$ cat src/rtl/alu_arbiter_if.sv
// Handshake bundle between two requesters, the alu_arbiter and a shared combinational ALU.
// slave = arbiter side, master = requester/ALU environment side.
interface alu_arbiter_if #(
  parameter int DW  = 8,
  parameter int OPW = 4
);
  logic           req0, req1;
  logic [DW-1:0]  a0, b0, a1, b1;
  logic [OPW-1:0] op0, op1;
  logic           gnt0, gnt1;
  logic           rdy0, rdy1;
  logic [DW-1:0]  res0, res1;
  logic [DW-1:0]  alu_in1, alu_in2;
  logic [OPW-1:0] alu_op;
  logic [DW-1:0]  alu_out;
  logic           busy;

  modport slave (
    input  req0, req1, a0, b0, op0, a1, b1, op1, alu_out,
    output gnt0, gnt1, rdy0, rdy1, res0, res1, alu_in1, alu_in2, alu_op, busy
  );

  modport master (
    output req0, req1, a0, b0, op0, a1, b1, op1, alu_out,
    input  gnt0, gnt1, rdy0, rdy1, res0, res1, alu_in1, alu_in2, alu_op, busy
  );
endinterface

$ cat src/rtl/alu_arbiter.sv
// alu_arbiter: shares one combinational ALU between two requesters via IDLE -> ISSUE -> DONE.
// Latency: gnt in cycle N, res captured at end of N+1, rdy in N+2; one operation per 3 cycles.
// Backpressure: req is level-held and ignored while busy; ALU_ARB_ROUND_ROBIN_EN selects round-robin, else fixed priority to requester 0.
module alu_arbiter #(
  parameter int             DW      = 8,
  parameter int             OPW     = 4,
  parameter logic [OPW-1:0] OP_IDLE = 4'hF
) (
  input  logic         clk_i,
  input  logic         rst_n_i,
  alu_arbiter_if.slave arb
);

  typedef enum logic [1:0] {
    IDLE  = 2'd0,
    ISSUE = 2'd1,
    DONE  = 2'd2
  } state_e;

  state_e         state_q, state_d;
  logic [DW-1:0]  in1_q, in1_d;
  logic [DW-1:0]  in2_q, in2_d;
  logic [OPW-1:0] op_q, op_d;
  logic           owner_q, owner_d;
  logic [DW-1:0]  res0_q, res0_d;
  logic [DW-1:0]  res1_q, res1_d;

  logic any_req;
  logic win1;
  logic gnt0_c, gnt1_c;

  assign any_req = arb.req0 | arb.req1;

`ifdef ALU_ARB_ROUND_ROBIN_EN
  // last_q = 1 means requester 1 won most recently, so requester 0 wins the next tie.
  logic last_q, last_d;

  always_comb begin
    win1   = arb.req1 & (~arb.req0 | ~last_q);
    last_d = last_q;
    if (state_q == IDLE && any_req) begin
      last_d = win1;
    end
  end

  always_ff @(posedge clk_i or negedge rst_n_i) begin
    if (!rst_n_i) begin
      last_q <= 1'b1;
    end else begin
      last_q <= last_d;
    end
  end
`else
  always_comb begin
    win1 = arb.req1 & ~arb.req0;
  end
`endif

  always_comb begin
    state_d = state_q;
    in1_d   = in1_q;
    in2_d   = in2_q;
    op_d    = op_q;
    owner_d = owner_q;
    res0_d  = res0_q;
    res1_d  = res1_q;
    gnt0_c  = 1'b0;
    gnt1_c  = 1'b0;

    case (state_q)
      IDLE: begin
        if (any_req) begin
          gnt0_c  = ~win1;
          gnt1_c  = win1;
          owner_d = win1;
          in1_d   = win1 ? arb.a1  : arb.a0;
          in2_d   = win1 ? arb.b1  : arb.b0;
          op_d    = win1 ? arb.op1 : arb.op0;
          state_d = ISSUE;
        end
      end
      ISSUE: begin
        if (owner_q) begin
          res1_d = arb.alu_out;
        end else begin
          res0_d = arb.alu_out;
        end
        state_d = DONE;
      end
      DONE: begin
        state_d = IDLE;
      end
      default: begin
        state_d = IDLE;
      end
    endcase
  end

  always_ff @(posedge clk_i or negedge rst_n_i) begin
    if (!rst_n_i) begin
      state_q <= IDLE;
      in1_q   <= '0;
      in2_q   <= '0;
      op_q    <= '0;
      owner_q <= 1'b0;
      res0_q  <= '0;
      res1_q  <= '0;
    end else begin
      state_q <= state_d;
      in1_q   <= in1_d;
      in2_q   <= in2_d;
      op_q    <= op_d;
      owner_q <= owner_d;
      res0_q  <= res0_d;
      res1_q  <= res1_d;
    end
  end

  // Grants are decoded combinationally in IDLE; gating with reset keeps them low the instant reset asserts.
  assign arb.gnt0    = gnt0_c & rst_n_i;
  assign arb.gnt1    = gnt1_c & rst_n_i;
  assign arb.rdy0    = (state_q == DONE) & ~owner_q;
  assign arb.rdy1    = (state_q == DONE) &  owner_q;
  assign arb.res0    = res0_q;
  assign arb.res1    = res1_q;
  assign arb.busy    = (state_q != IDLE) | arb.gnt0 | arb.gnt1;
  assign arb.alu_in1 = (state_q == ISSUE) ? in1_q : '0;
  assign arb.alu_in2 = (state_q == ISSUE) ? in2_q : '0;
  assign arb.alu_op  = (state_q == ISSUE) ? op_q  : OP_IDLE;

  a_gnt_mutex : assert property (@(posedge clk_i) disable iff (!rst_n_i)
    !(arb.gnt0 && arb.gnt1));
  a_rdy_mutex : assert property (@(posedge clk_i) disable iff (!rst_n_i)
    !(arb.rdy0 && arb.rdy1));
  a_issue_done : assert property (@(posedge clk_i) disable iff (!rst_n_i)
    (state_q == ISSUE) |=> (state_q == DONE));

endmodule

$ cat src/flat_wrapper.sv
// flat-port wrapper written by rule: the top's interface ports become plain ports
module alu_arbiter_flat 
#(
  parameter int             DW      = 8,
  parameter int             OPW     = 4,
  parameter logic [OPW-1:0] OP_IDLE = 4'hF
)
  (clk_i, rst_n_i, arb_req0, arb_req1, arb_a0, arb_b0, arb_op0, arb_a1, arb_b1, arb_op1, arb_alu_out, arb_gnt0, arb_gnt1, arb_rdy0, arb_rdy1, arb_res0, arb_res1, arb_alu_in1, arb_alu_in2, arb_alu_op, arb_busy);
  alu_arbiter_if #(.DW(DW), .OPW(OPW)) arb_i ();
  input  logic clk_i;
  input  logic rst_n_i;
  input wire logic [$bits(arb_i.req0)-1:0] arb_req0;
  input wire logic [$bits(arb_i.req1)-1:0] arb_req1;
  input wire logic [$bits(arb_i.a0)-1:0] arb_a0;
  input wire logic [$bits(arb_i.b0)-1:0] arb_b0;
  input wire logic [$bits(arb_i.op0)-1:0] arb_op0;
  input wire logic [$bits(arb_i.a1)-1:0] arb_a1;
  input wire logic [$bits(arb_i.b1)-1:0] arb_b1;
  input wire logic [$bits(arb_i.op1)-1:0] arb_op1;
  input wire logic [$bits(arb_i.alu_out)-1:0] arb_alu_out;
  output wire logic [$bits(arb_i.gnt0)-1:0] arb_gnt0;
  output wire logic [$bits(arb_i.gnt1)-1:0] arb_gnt1;
  output wire logic [$bits(arb_i.rdy0)-1:0] arb_rdy0;
  output wire logic [$bits(arb_i.rdy1)-1:0] arb_rdy1;
  output wire logic [$bits(arb_i.res0)-1:0] arb_res0;
  output wire logic [$bits(arb_i.res1)-1:0] arb_res1;
  output wire logic [$bits(arb_i.alu_in1)-1:0] arb_alu_in1;
  output wire logic [$bits(arb_i.alu_in2)-1:0] arb_alu_in2;
  output wire logic [$bits(arb_i.alu_op)-1:0] arb_alu_op;
  output wire logic [$bits(arb_i.busy)-1:0] arb_busy;
  assign arb_i.req0 = arb_req0;
  assign arb_i.req1 = arb_req1;
  assign arb_i.a0 = arb_a0;
  assign arb_i.b0 = arb_b0;
  assign arb_i.op0 = arb_op0;
  assign arb_i.a1 = arb_a1;
  assign arb_i.b1 = arb_b1;
  assign arb_i.op1 = arb_op1;
  assign arb_i.alu_out = arb_alu_out;
  assign arb_gnt0 = arb_i.gnt0;
  assign arb_gnt1 = arb_i.gnt1;
  assign arb_rdy0 = arb_i.rdy0;
  assign arb_rdy1 = arb_i.rdy1;
  assign arb_res0 = arb_i.res0;
  assign arb_res1 = arb_i.res1;
  assign arb_alu_in1 = arb_i.alu_in1;
  assign arb_alu_in2 = arb_i.alu_in2;
  assign arb_alu_op = arb_i.alu_op;
  assign arb_busy = arb_i.busy;
  alu_arbiter #(.DW(DW), .OPW(OPW), .OP_IDLE(OP_IDLE)) u_core (.clk_i(clk_i), .rst_n_i(rst_n_i), .arb(arb_i));
endmodule
$ cat config.mk
export PLATFORM = sky130hd
export DESIGN_NAME = alu_arbiter_flat
export DESIGN_NICKNAME = d
export VERILOG_FILES = /design/src/rtl/alu_arbiter_if.sv /design/src/rtl/alu_arbiter.sv /design/src/flat_wrapper.sv
export SDC_FILE = /design/constraint.sdc
export NUM_CORES = 1
export LEC_CHECK = 0
export ABC_AREA = 1
export CORE_MARGIN = 10
export CORE_UTILIZATION = 55
export DETAILED_ROUTE_END_ITERATION = 10
export DONT_BUFFER_PORTS = 1
export GPL_ROUTABILITY_DRIVEN = 0
export PLACE_DENSITY = 0.76
export SETUP_SLACK_MARGIN = 0.5
export SLEW_MARGIN = 15
export SYNTH_ARGS = -nofsm -noshare
export SYNTH_HDL_FRONTEND = slang
export SYNTH_SLANG_ARGS = --single-unit
$ cat constraint.sdc
create_clock -name clk_i -period 1.25 [get_ports clk_i]
set_input_delay 0.25 -clock clk_i [delete_from_list [all_inputs] [get_ports clk_i]]
set_output_delay 0.25 -clock clk_i [all_outputs]
set_load 0.02 [all_outputs]
# Word level (Yosys, flattened, before mapping)
# Index checks and enable logic that the tools add are counted.
# classes
eq_ne	3
mux	12
n_bitwise	11
reduce_logical	5
# ops
operator	count
two-way mux 8 bit	4
two-way mux 4 bit	2
AND reduction 2 bit	3
bitwise AND 1 bit	5
two-way mux 1 bit	4
case mux 2 bit (2 select lines)	1
inverter 1 bit	3
OR 1 bit	3
equality test 2 x 1 -> 1 bit, second input constant	1
equality test 2 bit, second input constant	1
logical NOT 2 bit	1
two-way mux 2 bit	1
inequality test 2 x 1 -> 1 bit, second input constant	1
nonzero test 2 bit	1
# totals
register_bits	39
in_bits	52
out_inout_bits	41
wordCells	38

# Longest topological paths before layout
# logic_depth
word_depth	8
mapped_depth	7
ltp_nobuf	6

# Worst setup path after synthesis
# OpenSTA, ideal clock, no wires.
# synth_timing
path_kind	register to output
start	register u_core.state_q[1]
end	output port arb_alu_in1[0]
arrival_time_ps	1091
slack_ps	-91
stages_incl_launch_ff	5
path_cell_list	dfrtp_1 nor2_4 inv_2 buf_2 nor2_1
# synth_between
elab_chain_len	2
# synth_rtl
element	line_no	source
start: declaration	alu_arbiter.sv:20	state_e state_q, state_d;
start signal: assignment	alu_arbiter.sv:109	state_q <= state_d;
equality test 2 x 1 -> 1 bit	alu_arbiter.sv:127	assign arb.alu_in1 = (state_q == ISSUE) ? in1_q : '0;
two-way mux 8 bit	alu_arbiter.sv:127	
end: declaration	flat_wrapper.sv:27	output wire logic [$bits(arb_i.alu_in1)-1:0] arb_alu_in1;
# Every way passes these cells.

# Final worst setup path
# layout_timing
start	register u_core.state_q[0]
end	output port arb_alu_op[0]
# layout_between
elab_chain_len	2
# layout_rtl
element	line_no	source
equality test 2 x 1 -> 1 bit	alu_arbiter.sv:129	assign arb.alu_op = (state_q == ISSUE) ? op_q : OP_IDLE;
two-way mux 4 bit	alu_arbiter.sv:129	
end: declaration	flat_wrapper.sv:29	output wire logic [$bits(arb_i.alu_op)-1:0] arb_alu_op;
# Every way passes these cells.

==> metrics <==
final critical-path share of the clock period 1.33; failing checks negative hold slack, negative setup slack; n_diodes 0; f_max 602 MHz; top-area cell type share of the netlist area 0.487; # IOs 93; crit path DAT 1.41 ns; syn nets about 320; clock sink total 39; flops & latches, synth 39; Primary FF master, synth dfrtp_1; Area after DPL between 0.002 and 0.0025 mm²; layout cells sized above 1 0.375; worst vdd ir about 1.8 mV; CTS tree built; Reg2Reg Depth 8; Root Driver clkbuf_4; final hold viol count 39; Pins Over Slew Limit 0; Vias between 1500 and 2000; Post-route DRC 0; HPWL after DPL approximately 3800 µm; number of global-route vias before repair around 1800; initial antenna violation count 0; setup TNS -10.13 ns; synthesized area approximately 0.002 mm²; fillers 239; R2R setup slack -0.06 ns; Clock Path Buffers 2; Final ANT Viol Nets 0; Layout Area Growth over Synthesis 34.3%; Synth area leaders dfrtp_1 (49%), nand2_1 (22%), inv_1 (5.2%); global-route wire length before repair 8700 µm; Critical R2R Capture u_core.arb.res1[6]; Final Critical Period 1.66 ns; Worst setup EP type output pin; Startpoint Class flip-flop; Async S/R FF share, synth 1.00; syn avg cell area roughly 7.4 µm²; power density cells roughly 2700 mW/mm²; final worst slack -0.412 ns; Worst-path clk slew around 0.12 ns; Worst R2R Start u_core.state_q[0]; status finished, violations left; PortBufs 0; final setup violation count a little over 60; Synth warnings 0; Synth cell types 18; final global-route overflow total 0; Leak 1.34 nW; Die X between 80 and 90 µm; Req. time, crit path 1.00 ns; largest net degree at the start of global routing 42; fin nets ~350; Slew headroom 0.841; WL final between 5000 and 6000 µm; Worst Tran Pin Value ~0.24 ns; Max-Cap Viols 0; H-tree levels 2; largest area contributor in the netlist dfrtp_1; Num CTS Buffers 5; Min-Delay Path Class input port to asynchronous set/reset pin; DRT iter0 DRCs between 100 and 150; multi-input logic area 0.00112 mm²; Hold Slack -0.422 ns; pre-CTS worst setup slack -0.0291 ns; sequential share of the synthesized area 0.487; clock latency on the worst-skew pair 0.35 ns; die area approximately 0.0065 mm²; DR WL/cell 16.5 µm; final instance area 0.00269 mm²; synth cell count leaders nand2_1 (119), dfrtp_1 (39), inv_1 (28); Via density 5.20; most frequent cell after synthesis nand2_1; drt first pass iters 4; worst-path maximum fanout 6; starting density of the core 0.587; FF+latch area ~1000 µm²; FP Rows 21; Crit Path Category flip-flop to output pin; Post-synth EDFFs 0; Syn Inst Count 272; Final Skew approximately 0.011 ns; all-layer global routing usage 0.169; Core Footprint 0.00342 mm²; RSZ-0062 raised after global routing true; die height around 80 µm
[worst max-delay path, stage by stage (launching register included)]
cell	delay, ns
dfrtp_1	0.38
inv_2	0.06
nor2_4	0.14
inv_4	0.08
buf_12	0.13
or2_4	0.26
[state kept, by name, indices dropped and copies added (netlist names)]
signal           cells
u_core.arb.res0      8
u_core.arb.res1      8
u_core.in1_q         8
u_core.in2_q         8
u_core.op_q          4
u_core.owner_q       1
u_core.state_q       2
[cells by family (layout without fill, tap and decap cells)]
| group | Yosys count | count (layout) | share of synthesized area |
|---|---|---|---|
| simple gates | 170 | 172 | 0.350 |
| flops | 39 | 39 | 0.487 |
| buf+inv | 44 | 66 | 0.0993 |
| compound gates | 19 | 19 | 0.0637 |
[final cells by class]
type	instances	share of cell area
Tap cell	46	0.0214
Multi-Input combinational cell	191	0.417
Sequential cell	39	0.371
Timing Repair Buffer	28	0.115
Inverter	30	0.0497
Clock buffer	8	0.0256
[layout by cell type (no fill, tap or decap), types with 5 or more instances in the layout]
cell type and instances:
nand3_1 20, nand2_4 7, nor2_4 19, nand2_1 106
dfrtp_1 22, inv_1 25, clkbuf_4 5, o21ai_1 7
buf_4 15, dfrtp_2 17, o21ai_2 11, buf_6 8
nand2_2 6
[repair_timing]
item	in CTS	in global routing
pin swaps	10	6
gates cloned	3	1
setup endpoints to repair	80	80
resized for setup	72	15
endpoints found under the hold margin	39	39
buffers inserted	5	3
[through the flow]
step / std cells / power (mW) / util
5_1_grt: 342 / 7.68 / 0.788
4_1_cts: 338 / 6.94 / 0.762
6_report: 342 / 7.21 / 0.788
3_3_place_gp: 322 / 5.04 / 0.645
3_5_place_dp: 322 / 5.13 / 0.645
2_1_floorplan: 272 / 4.42 / -
[routing by layer]
| layer | track usage | wire, µm | up-vias |
|---|---|---|---|
| met5 | 0 | 0 | - |
| met4 | 0.0528 | 73 | 0 |
| met3 | 0.0846 | 596 | 9 |
| met2 | 0.271 | 2750 | 69 |
| met1 | 0.193 | 2210 | 830 |
| li1 | - | - | 869 |
[how the worst max path moves through the flow]
stage | startpoint | end | slack (ns) | depth (start not counted)
CTS | u_core.state_q[0] | arb_alu_op[0] | -0.38 | 5
floorplan | u_core.state_q[1] | arb_alu_in1[0] | -0.05 | 4
global route | u_core.state_q[0] | arb_alu_op[0] | -0.46 | 5
global placement | u_core.state_q[0] | arb_gnt1 | 0.01 | 4
detailed placement | u_core.state_q[0] | arb_gnt1 | -0.03 | 4
finish | u_core.state_q[0] | arb_alu_op[0] | -0.41 | 5
[report_power, final]
part           total (mW)  switching (mW)  leakage [nW]  internal [mW]
Combinational        3.76            2.16         0.839           1.60
Clock               0.734           0.403        0.0386          0.331
Sequential           2.72           0.797         0.463           1.92
Total                7.21            3.36          1.34           3.85
(Power assumes the default switching activity.)
